===== src/rtl/hazard_pkg.sv =====
// Shared types and constants for the pipeline hazard controller.
package hazard_pkg;

  typedef enum logic [1:0] {
    IDLE,
    WAIT,
    ERR
  } mem_state_t;

  localparam logic [4:0] REG_X0 = 5'd0;

endpackage


===== src/rtl/hazard_ctrl_sat_counter.sv =====
// Saturating up-counter on the falling edge, used for the hazard performance counters.
module sat_counter #(
  parameter int unsigned W = 32
) (
  input  logic         clk,
  input  logic         rst,
  input  logic         inc,
  output logic [W-1:0] count
);

  logic [W-1:0] count_q;

  always_ff @(negedge clk or posedge rst) begin
    if (rst) begin
      count_q <= '0;
    end else if (inc && (count_q != {W{1'b1}})) begin
      count_q <= count_q + 1'b1;
    end
  end

  assign count = count_q;

endmodule


===== src/rtl/hazard_ctrl.sv =====
// Stall/flush generation for the 5-stage core: load-use, control flush, and
// whole-pipeline freeze on data-memory wait with a sticky timeout error.
module hazard_ctrl
  import hazard_pkg::*;
#(
  parameter int unsigned MEM_TIMEOUT = 16,
  parameter int unsigned PERF_W      = 32
) (
  input  logic              clk,
  input  logic              rst,
  input  logic [4:0]        rs1_addrD,
  input  logic [4:0]        rs2_addrD,
  input  logic [4:0]        rdE,
  input  logic              MemReadE,
  input  logic              PCSrcE,
  input  logic              mem_reqM,
  input  logic              mem_readyM,
  output logic              stallF,
  output logic              stallD,
  output logic              stallE,
  output logic              stallM,
  output logic              flushD,
  output logic              flushE,
  output logic              flushW,
  output logic              mem_err,
  output logic [PERF_W-1:0] lu_cnt,
  output logic [PERF_W-1:0] fl_cnt,
  output logic [PERF_W-1:0] mw_cnt
);

  localparam int unsigned CntW = $clog2(MEM_TIMEOUT + 1);

  mem_state_t      state_q, state_d;
  logic [CntW-1:0] wait_cnt_q, wait_cnt_d;

  logic load_use, mem_busy, freeze;
  logic lu_issue, fl_issue, mw_issue;

  assign load_use = MemReadE && (rdE != REG_X0) && ((rdE == rs1_addrD) || (rdE == rs2_addrD));
  assign mem_busy = mem_reqM && !mem_readyM;
  assign freeze   = mem_busy || (state_q == ERR);

  always_ff @(negedge clk or posedge rst) begin
    if (rst) begin
      state_q    <= IDLE;
      wait_cnt_q <= '0;
    end else begin
      state_q    <= state_d;
      wait_cnt_q <= wait_cnt_d;
    end
  end

  always_comb begin
    state_d    = state_q;
    wait_cnt_d = wait_cnt_q;
    unique case (state_q)
      IDLE: begin
        if (mem_busy) begin
          state_d    = WAIT;
          wait_cnt_d = CntW'(1);
        end
      end
      WAIT: begin
        if (mem_readyM || !mem_reqM) begin
          state_d    = IDLE;
          wait_cnt_d = '0;
        end else if (wait_cnt_q == CntW'(MEM_TIMEOUT)) begin
          state_d = ERR;
        end else begin
          wait_cnt_d = wait_cnt_q + 1'b1;
        end
      end
      ERR:     state_d = ERR;
      default: state_d = IDLE;
    endcase
  end

  // Freeze beats control flush, which beats load-use (the dependent ID instruction is discarded).
  always_comb begin
    stallF   = 1'b0;
    stallD   = 1'b0;
    stallE   = 1'b0;
    stallM   = 1'b0;
    flushD   = 1'b0;
    flushE   = 1'b0;
    flushW   = 1'b0;
    lu_issue = 1'b0;
    fl_issue = 1'b0;
    mw_issue = 1'b0;
    if (!rst) begin
      if (freeze) begin
        stallF   = 1'b1;
        stallD   = 1'b1;
        stallE   = 1'b1;
        stallM   = 1'b1;
        flushW   = 1'b1;
        mw_issue = 1'b1;
      end else if (PCSrcE) begin
        flushD   = 1'b1;
        flushE   = 1'b1;
        fl_issue = 1'b1;
      end else if (load_use) begin
        stallF   = 1'b1;
        stallD   = 1'b1;
        flushE   = 1'b1;
        lu_issue = 1'b1;
      end
    end
  end

  assign mem_err = (state_q == ERR);

  sat_counter #(.W(PERF_W)) u_lu_cnt (.clk(clk), .rst(rst), .inc(lu_issue), .count(lu_cnt));
  sat_counter #(.W(PERF_W)) u_fl_cnt (.clk(clk), .rst(rst), .inc(fl_issue), .count(fl_cnt));
  sat_counter #(.W(PERF_W)) u_mw_cnt (.clk(clk), .rst(rst), .inc(mw_issue), .count(mw_cnt));

endmodule


===== config.mk =====
export PLATFORM = sky130hd
export DESIGN_NAME = hazard_ctrl
export DESIGN_NICKNAME = d
export VERILOG_FILES = /design/src/rtl/hazard_pkg.sv /design/src/rtl/hazard_ctrl_sat_counter.sv /design/src/rtl/hazard_ctrl.sv
export SDC_FILE = /design/constraint.sdc
export NUM_CORES = 1
export LEC_CHECK = 0
export CAP_MARGIN = 40
export CORE_ASPECT_RATIO = 1.4
export CORE_MARGIN = 2
export CORE_UTILIZATION = 45
export DETAILED_ROUTE_END_ITERATION = 7
export HOLD_SLACK_MARGIN = 0.12
export PLACE_DENSITY = 0.76
export SYNTH_ARGS = -nofsm -noshare
export SYNTH_HDL_FRONTEND = slang
export SYNTH_SLANG_ARGS = --single-unit

===== constraint.sdc =====
create_clock -name clk -period 5 [get_ports clk]
set_clock_uncertainty 0.1 [all_clocks]
set_input_delay 1 -clock clk [delete_from_list [all_inputs] [get_ports clk]]
set_output_delay 1 -clock clk [all_outputs]
set_load 0.005 [all_outputs]

==> metrics.txt, run 1 <==
PnR worst setup slack=-86.73 ps; initial antenna violation count=0; final setup fails=5; Remaining DRCs=0; placed insts=796; clock root buffer=clkbuf_16; n_diodes=0; final WL=14050 um; hold_buf cts=0; die span in y=130.5 um; CP peak stage delay=410 ps; Max Buffers Root-to-Sink=2; die area=12310 um^2; Ports=125; Top cell by count, worst path=buf_6; final hold viol count=0; Max rail drop VDD=0.1914 mV; non-filler cells, final=876; Max FO, Critical Path=3; Ys Warns=0; leakage power=3.694 nW; WP data required=3900 ps; Netlist cell types=50; hold path cells=1; Iter 0 DRT Violations=126; critical path type=register to primary output; Final ANT Viol Nets=0; CTS tree=built; final-stage net count=753; largest net degree at the start of global routing=67; effective utilization at floorplan=a little under half; synth-to-layout area growth=55.99%; status=complete, but fails checks; Worst Hold End=u_lu_cnt.count[27]; DP HPWL=approximately 9600 um; Crit-path slowest cell=dfrtn_1; Buffers on Ports=124; Clock Power Share=37.8%; Comb power frac=16.3%; Post-Syn Area per Cell=around 10 um^2; CP endpoint kind=primary output; Worst R2R End=u_lu_cnt.count[28]; CP arrival=around 4000 ps; routability cong.=a little over 0.8; Max-Cap Viols=0; routed via count=4650; syn_nets=516; CTS H-tree depth=3; cells after synthesis=slightly below 500; num rows=46; Final Max Slew Viols=0; gr ovfl total=0; RSZ-0062 raised after global routing=yes; first-pass GRT wire length=22310 um; drt first pass iters=4; Reg power frac=45.9%; wire length per cell=16.04 um; hold wc startpoint=u_lu_cnt.count[27]; worst slew pin tran=837.0 ps; failing checks=negative setup slack; cells along the critical path=nand2b_4, inv_4, o21ai_4, inv_2, buf_6, buf_6, buf_6; dpl ws=-841.6 ps; Seq/Total Area, Yosys=roughly half; die width=~94 um; flop2flop setup slack=2400 ps; crit start category=register; register bit count reported by yosys=103; core area=11220 um^2; Hold/Removal Path Class=register to register; Reg2Reg Depth=8; Total GRT Usage=22.90%; vias in the first global route=4639; vias per std cell=5.308; Clock Latency Late Sink=between 300 and 400 ps; internal power=approximately 1.5 mW; clk sink count=103; share of cells above drive strength 1=between 20% and 30%; Sw Ratio=24.44%; Crit Reg-Reg Startpoint=u_lu_cnt.count[2]; sw power=0.4943 mW; number of buffers created by CTS=9; Cell Area, Synth=5142 um^2; Clock Pin Slew Worst Setup and Hold Paths=50 ps; max-slew headroom at the worst pin=between 40 and 50%; power per cell area=252.1 nW/um^2
per-layer routing:
layer / GRT usage [%] / vias to the layer above / part of all wire, %
li1: - / 2211 / -
met1: 26.55 / 2293 / 40
met2: 41.05 / 128 / 53
met3: 5.849 / 18 / 5.2
met4: 7.758 / 0 / 2.0
met5: 0 / - / 0
through the flow:
stage                     TNS (ps)  cell area, um^2  power (mW)  utilization (%)  hold WS (ps)
after floorplan             -94200             5326       1.055                -         305.5
after global routing        -647.9             8021       2.115            71.47         355.5
after CTS                   -621.0             7684       2.006            68.46         343.6
after global placement      -52850             7028       1.209            62.62         329.3
final                       -140.6             8021       2.022            71.47         332.3
after detailed placement    -56600             7028       1.226            62.62         343.0
state kept, by name (all words and copies together), names as in the netlist:
name,count
state_q,2
u_lu_cnt.count,32
wait_cnt_q,5
u_mw_cnt.count,32
u_fl_cnt.count,32
worst max-delay path: cells and delay by family (launching register included):
kind / cells / cell delay [ps]
AO/OA/AOI/OAI: 1 / 160
flip-flops: 1 / 410
buffers and inverters: 5 / 420
AND/OR/NAND/NOR: 1 / 140
how the worst max path moves through the flow:
stage	end	start	cells after the start	slack [ps]
after floorplan	u_fl_cnt.count[15]	rst	7	-1460
after global placement	u_lu_cnt.count[26]	mem_readyM	8	-780
after detailed placement	u_lu_cnt.count[28]	rdE[4]	8	-840
after CTS	flushW	state_q[0]	7	-100
after global routing	flushW	state_q[0]	7	-130
final	flushW	state_q[0]	7	-90
Yosys cell counts (all sizes together):
| library cell | instances | area [um^2] |
|---|---|---|
| a22oi | 2 | 15.01 |
| nor4b | 1 | 15.01 |
| o22ai | 1 | 6.260 |
| or3 | 3 | 18.77 |
| nor4bb | 1 | 10.01 |
| and2 | 5 | 31.28 |
| o41ai | 1 | 8.760 |
| ha | 5 | 62.56 |
| a41oi | 1 | 8.760 |
| xnor2 | 56 | 490.5 |
| nor2 | 31 | 116.4 |
| inv | 12 | 45.04 |
| o2111ai | 1 | 8.760 |
| nand3 | 50 | 250.2 |
| and4bb | 1 | 12.51 |
| buf | 7 | 48.79 |
| o211ai | 2 | 15.01 |
| dfrtn | 103 | 2577 |
| a211oi | 2 | 20.02 |
| xor2 | 42 | 367.9 |
| nand4 | 23 | 158.9 |
| or4 | 2 | 18.77 |
| and3 | 18 | 112.6 |
| nor3 | 20 | 115.1 |
| o21ai | 7 | 35.03 |
| nand2b | 4 | 27.53 |
| a31oi | 2 | 12.51 |
| nand4bb | 1 | 11.26 |
| mux2 | 2 | 22.52 |
| nand2 | 38 | 142.6 |
| o31ai | 4 | 35.03 |
| nor2b | 2 | 12.51 |
| and4 | 20 | 177.7 |
| nor3b | 4 | 40.03 |
| nor4 | 5 | 31.28 |
| o21a | 1 | 7.510 |
| o21bai | 1 | 7.510 |
| a21oi | 9 | 45.04 |
placed cells by master, fill, tap and decap left out, types with 7 or more instances in the layout:
cell type	n
nand4_1	22
buf_6	20
xnor2_1	56
inv_1	9
nand2_1	37
nor3_2	7
xor2_1	40
a21oi_1	9
and3_1	17
nand3_1	37
and4_1	16
clkbuf_16	9
clkdlybuf4s50_1	90
buf_2	7
buf_4	95
nor3_1	10
nor2_1	25
dfrtn_1	103
dlygate4sd2_1	7
nand3_2	12
logic make-up (layout without fill, tap and decap cells):
logic type	after synthesis	in the layout	share of synthesized area, %
AO/OA/AOI/OAI	34	34	4.379
XOR/XNOR	98	98	16.69
adder cells (fa/ha/maj)	5	5	1.217
buffers and inverters	19	261	1.825
flip-flops	103	103	50.12
multiplexers	2	2	0.4379
AND/OR/NAND/NOR	229	229	25.33
area by class of cell:
type                            instances  area [um^2]
Clock buffer                           11        242.7
Sequential cell                       103         2577
Inverter                               12        51.30
Timing Repair Buffer                  233         2078
Tap cell                              144        180.2
Clock inverter                          5        81.33
Fill cell                             825         3202
Multi-Input combinational cell        368         2810
power groups by stage:
stage	clock network, mW	registers, mW	logic [mW]
2_1_floorplan	0	0.954	0.101
5_1_grt	0.815	0.934	0.366
3_5_place_dp	0	0.965	0.261
3_3_place_gp	0	0.956	0.253
4_1_cts	0.775	0.941	0.290
6_report	0.764	0.928	0.330
what timing repair did:
item                                    4_1_cts  5_1_grt
pin swaps                                    30       19
setup buffers                                26       39
endpoints found under the hold margin         0        0
gates cloned                                  1        0
gates resized for setup                     121       33
endpoints found under the setup margin      118       82
Power figures use the tool's default switching activity.
==> inputs of run 2 (changes only) <==
--- a/config.mk
+++ b/config.mk
@@ -5,13 +5,15 @@
 export SDC_FILE = /design/constraint.sdc
 export NUM_CORES = 1
 export LEC_CHECK = 0
+export ABC_AREA = 1
 export CAP_MARGIN = 40
 export CORE_ASPECT_RATIO = 1.4
 export CORE_MARGIN = 2
-export CORE_UTILIZATION = 45
+export CORE_UTILIZATION = 48
 export DETAILED_ROUTE_END_ITERATION = 7
 export HOLD_SLACK_MARGIN = 0.12
 export PLACE_DENSITY = 0.76
+export SLEW_MARGIN = 20
 export SYNTH_ARGS = -nofsm -noshare
 export SYNTH_HDL_FRONTEND = slang
 export SYNTH_SLANG_ARGS = --single-unit
==> run 2 against run 1 <==
- the run still ends with negative setup slack left
- hold slack improved by 33 ps
- first-iteration DRC count increased to 2.8 times the previous value
- sequential power about the same
- setup slack better by 52 ps
- synthesized cell count grew 100%
- largest cell class unchanged
- critical path depth did not move
- clock power is 14% lower
- largest power group unchanged
==> metrics.txt, run 2 <==
status=complete, but fails checks (unchanged); failing checks=negative setup slack (unchanged); Clock Pin Slew Worst Setup and Hold Paths=50 ps (about the same); die span in y=145.7 um (was 130.5 um); largest cells by area after synthesis=dfrtn_1, nand2_1, xor2_1, nor2_1, inv_1 (was dfrtn_1, xnor2_1, xor2_1, nand3_1, and4_1); Final Max Slew Viols=0 (unchanged); final setup TNS=-34.38 ps (was -140.6 ps); Ys Warns=0 (unchanged); Reg2Reg Depth=9 (was 8); syn_nets=1013 (was 516); most frequent cell after synthesis=nand2_1 (was dfrtn_1); Worst R2R End=u_lu_cnt.count[11] (was u_lu_cnt.count[28]); RSZ-0062 raised after global routing=yes (unchanged); Clock Latency Late Sink=350 ps (was 340 ps); DP HPWL=13490 um (was 9559 um); Ports=125 (unchanged); gr ovfl total=0 (unchanged); EDFF count, synth=0 (unchanged); max-slew headroom at the worst pin=54.63% (was 44.20%); Buffers on Ports=124 (unchanged); die width=105.2 um (was 94.35 um); final WL=18610 um (was 14050 um); crit start category=register (unchanged); routability cong.=0.9381 (was 0.8090); most frequent cells after synthesis=nand2_1, nor2_1, inv_1 (was dfrtn_1, xnor2_1, nand3_1); share of cells above drive strength 1=13.82% (was 28.42%); Seq/Total Area, Yosys=37.44% (was 50.12%); hold path cells=2 (was 1); Cell Area, Synth=6884 um^2 (was 5142 um^2); CTS tree=built (unchanged); Top cell by count, worst path=buf_6 (unchanged); Max rail drop VDD=0.1750 mV (was 0.1914 mV); Async S/R FF share, synth=100.0% (unchanged); CP endpoint kind=primary output (unchanged); core area=13970 um^2 (was 11220 um^2); Max Buffers Root-to-Sink=2 (unchanged); CP Buf/Inv Count=4 (was 5); routed via count=6969 (was 4650); register bit count reported by yosys=103 (unchanged); CP arrival=3930 ps (was 3990 ps); num rows=51 (was 46); most frequent cells in the layout=nand2_1, nor2_1, inv_1 (was dfrtn_1, buf_4, clkdlybuf4s50_1); commonest non-fill, non-tap cell in the layout=nand2_1 (was dfrtn_1); CP peak stage delay=460 ps (was 410 ps); Worst Hold End=u_mw_cnt.count[12] (was u_lu_cnt.count[27]); Crit-path slowest cell=dfrtn_1 (unchanged); Crit Reg-Reg Startpoint=u_lu_cnt.count[0] (was u_lu_cnt.count[2]); placed insts=1307 (was 796); power per cell area=202.6 nW/um^2 (was 252.1 nW/um^2); non-filler cells, final=1379 (was 876); clock root buffer=clkbuf_16 (unchanged); worst slew pin tran=679.7 ps (was 837.0 ps); cells after synthesis=987 (was 490); CP top delay family=flip-flops (was buffers and inverters); initial antenna violation count=0 (unchanged); Iter 0 DRT Violations=351 (was 126); Max-Cap Viols=0 (unchanged); Remaining DRCs=0 (unchanged); final-stage net count=1216 (was 753); Post-Syn Area per Cell=6.975 um^2 (was 10.49 um^2); n_diodes=0 (unchanged); die area=15330 um^2 (was 12310 um^2); PnR worst setup slack=-34.38 ps (was -86.73 ps); wire length per cell=13.49 um (was 16.04 um); vias per std cell=5.054 (was 5.308); Levels on crit path=7 (unchanged); number of buffers created by CTS=9 (unchanged); Max FO, Critical Path=3 (unchanged); Hold/Removal Path Class=register to register (unchanged); clk sink count=103 (unchanged); hold wc startpoint=u_mw_cnt.count[12] (was u_lu_cnt.count[27]); first-pass GRT wire length=29570 um (was 22310 um); fillcell total=1200 (was 825); flop2flop setup slack=2370 ps (was 2400 ps); CTS H-tree depth=3 (unchanged); cells along the critical path=nand2_4, nand2_4, inv_4, nor2_4, buf_6, buf_6, buf_6 (was nand2b_4, inv_4, o21ai_4, inv_2, buf_6, buf_6, buf_6); leakage power=4.684 nW (was 3.694 nW); vias in the first global route=6277 (was 4639); WP data required=3900 ps (about the same); final setup fails=1 (was 5); Final ANT Viol Nets=0 (unchanged); Post-DP Area=8549 um^2 (was 7028 um^2); synth-to-layout area growth=35.73% (was 55.99%); cell accounting for the most synthesized area=dfrtn_1 (unchanged); Main synth FF type=dfrtn_1 (unchanged); Netlist cell types=33 (was 50); critical path type=register to primary output (unchanged); share of the synthesized area in the top cell type=37.44% (was 50.12%); largest net degree at the start of global routing=57 (was 67); Total GRT Usage=23.46% (was 22.90%); post-route cell area=9344 um^2 (was 8021 um^2); drt first pass iters=6 (was 4); effective utilization at floorplan=49.26% (was 45.82%); final hold viol count=0 (unchanged)
[run 2: changes by cell type after synthesis, moves of 13 or more]
| cell | change |
|---|---|
| nand2_1 | +269 |
| inv_1 | +106 |
| nor2_1 | +92 |
| xnor2_1 | -45 |
| o21bai_1 | +31 |
| xor2_1 | +24 |
| nor3_1 | +23 |
| and4_1 | -19 |
| and3_1 | -18 |
| nand3_1 | +14 |
| o21ai_1 | +14 |
| o21ai_0 | +13 |
[run 2: what timing repair did]
| item | in CTS | in global routing |
|---|---|---|
| cloned | 0 | 1 |
| setup endpoints to repair | 24 | 102 |
| hold buffers | 0 | 0 |
| buffers inserted | 18 | 38 |
| pin swaps | 4 | 9 |
| gates resized for setup | 36 | 32 |
[run 2: cells by family after synthesis]
family	count (synthesis)	share of synthesized area (%)
AO/OA/AOI/OAI	77	7.088
XOR/XNOR	77	9.796
adder cells (fa/ha/maj)	5	0.9088
buffers and inverters	151	9.324
flip-flops	103	37.44
AND/OR/NAND/NOR	574	35.44
[run 2: area by class of cell]
cell class | count | area [um^2] | area share [%]
clock inverter | 4 | 32.53 | 0.3482
clock buffer | 11 | 232.7 | 2.491
timing repair buffer | 216 | 2059 | 22.04
tap | 185 | 231.5 | 2.477
inverter | 127 | 494.2 | 5.289
multi-input combinational | 733 | 3716 | 39.77
sequential | 103 | 2577 | 27.58
[run 2: report_power, final]
part	internal (mW)	switching (mW)
clock network	0.338	0.318
logic	0.161	0.146
registers	0.883	0.0473
[run 2: metrics by stage]
step	power, mW	worst slack (ps)	hold slack, ps	utilization, %
final	1.893	-34.38	365.6	66.86
after global routing	1.979	-70.86	395.3	66.86
after CTS	1.886	-62.95	369.0	64.09
after detailed placement	1.226	-337.8	367.7	61.18
after global placement	1.219	-266.4	358.8	61.18
after floorplan	1.073	199.6	344.9	-
[run 2: per-layer routing]
layer / share of wire [%] / global-route usage, % / vias up
met3: 4.4 / 2.777 / 29
met1: 43 / 30.24 / 3251
met2: 51 / 40.65 / 208
met5: 0 / 0 / -
met4: 2.0 / 7.733 / 0
li1: - / - / 3481
[run 2: how the worst max path moves through the flow]
stage	start	endpoint	slack (ps)
after floorplan	mem_reqM	u_fl_cnt.count[13]	200
final	state_q[1]	flushW	-30
after global placement	mem_reqM	u_mw_cnt.count[24]	-270
after detailed placement	rdE[0]	u_lu_cnt.count[13]	-340
after CTS	state_q[1]	flushW	-60
after global routing	state_q[1]	flushW	-70
[run 2: tightest hold or removal path, cell delays in order (launching register included)]
cell	delay (ps)
dfrtn_1	430
nand2_1	60
nand2_1	60
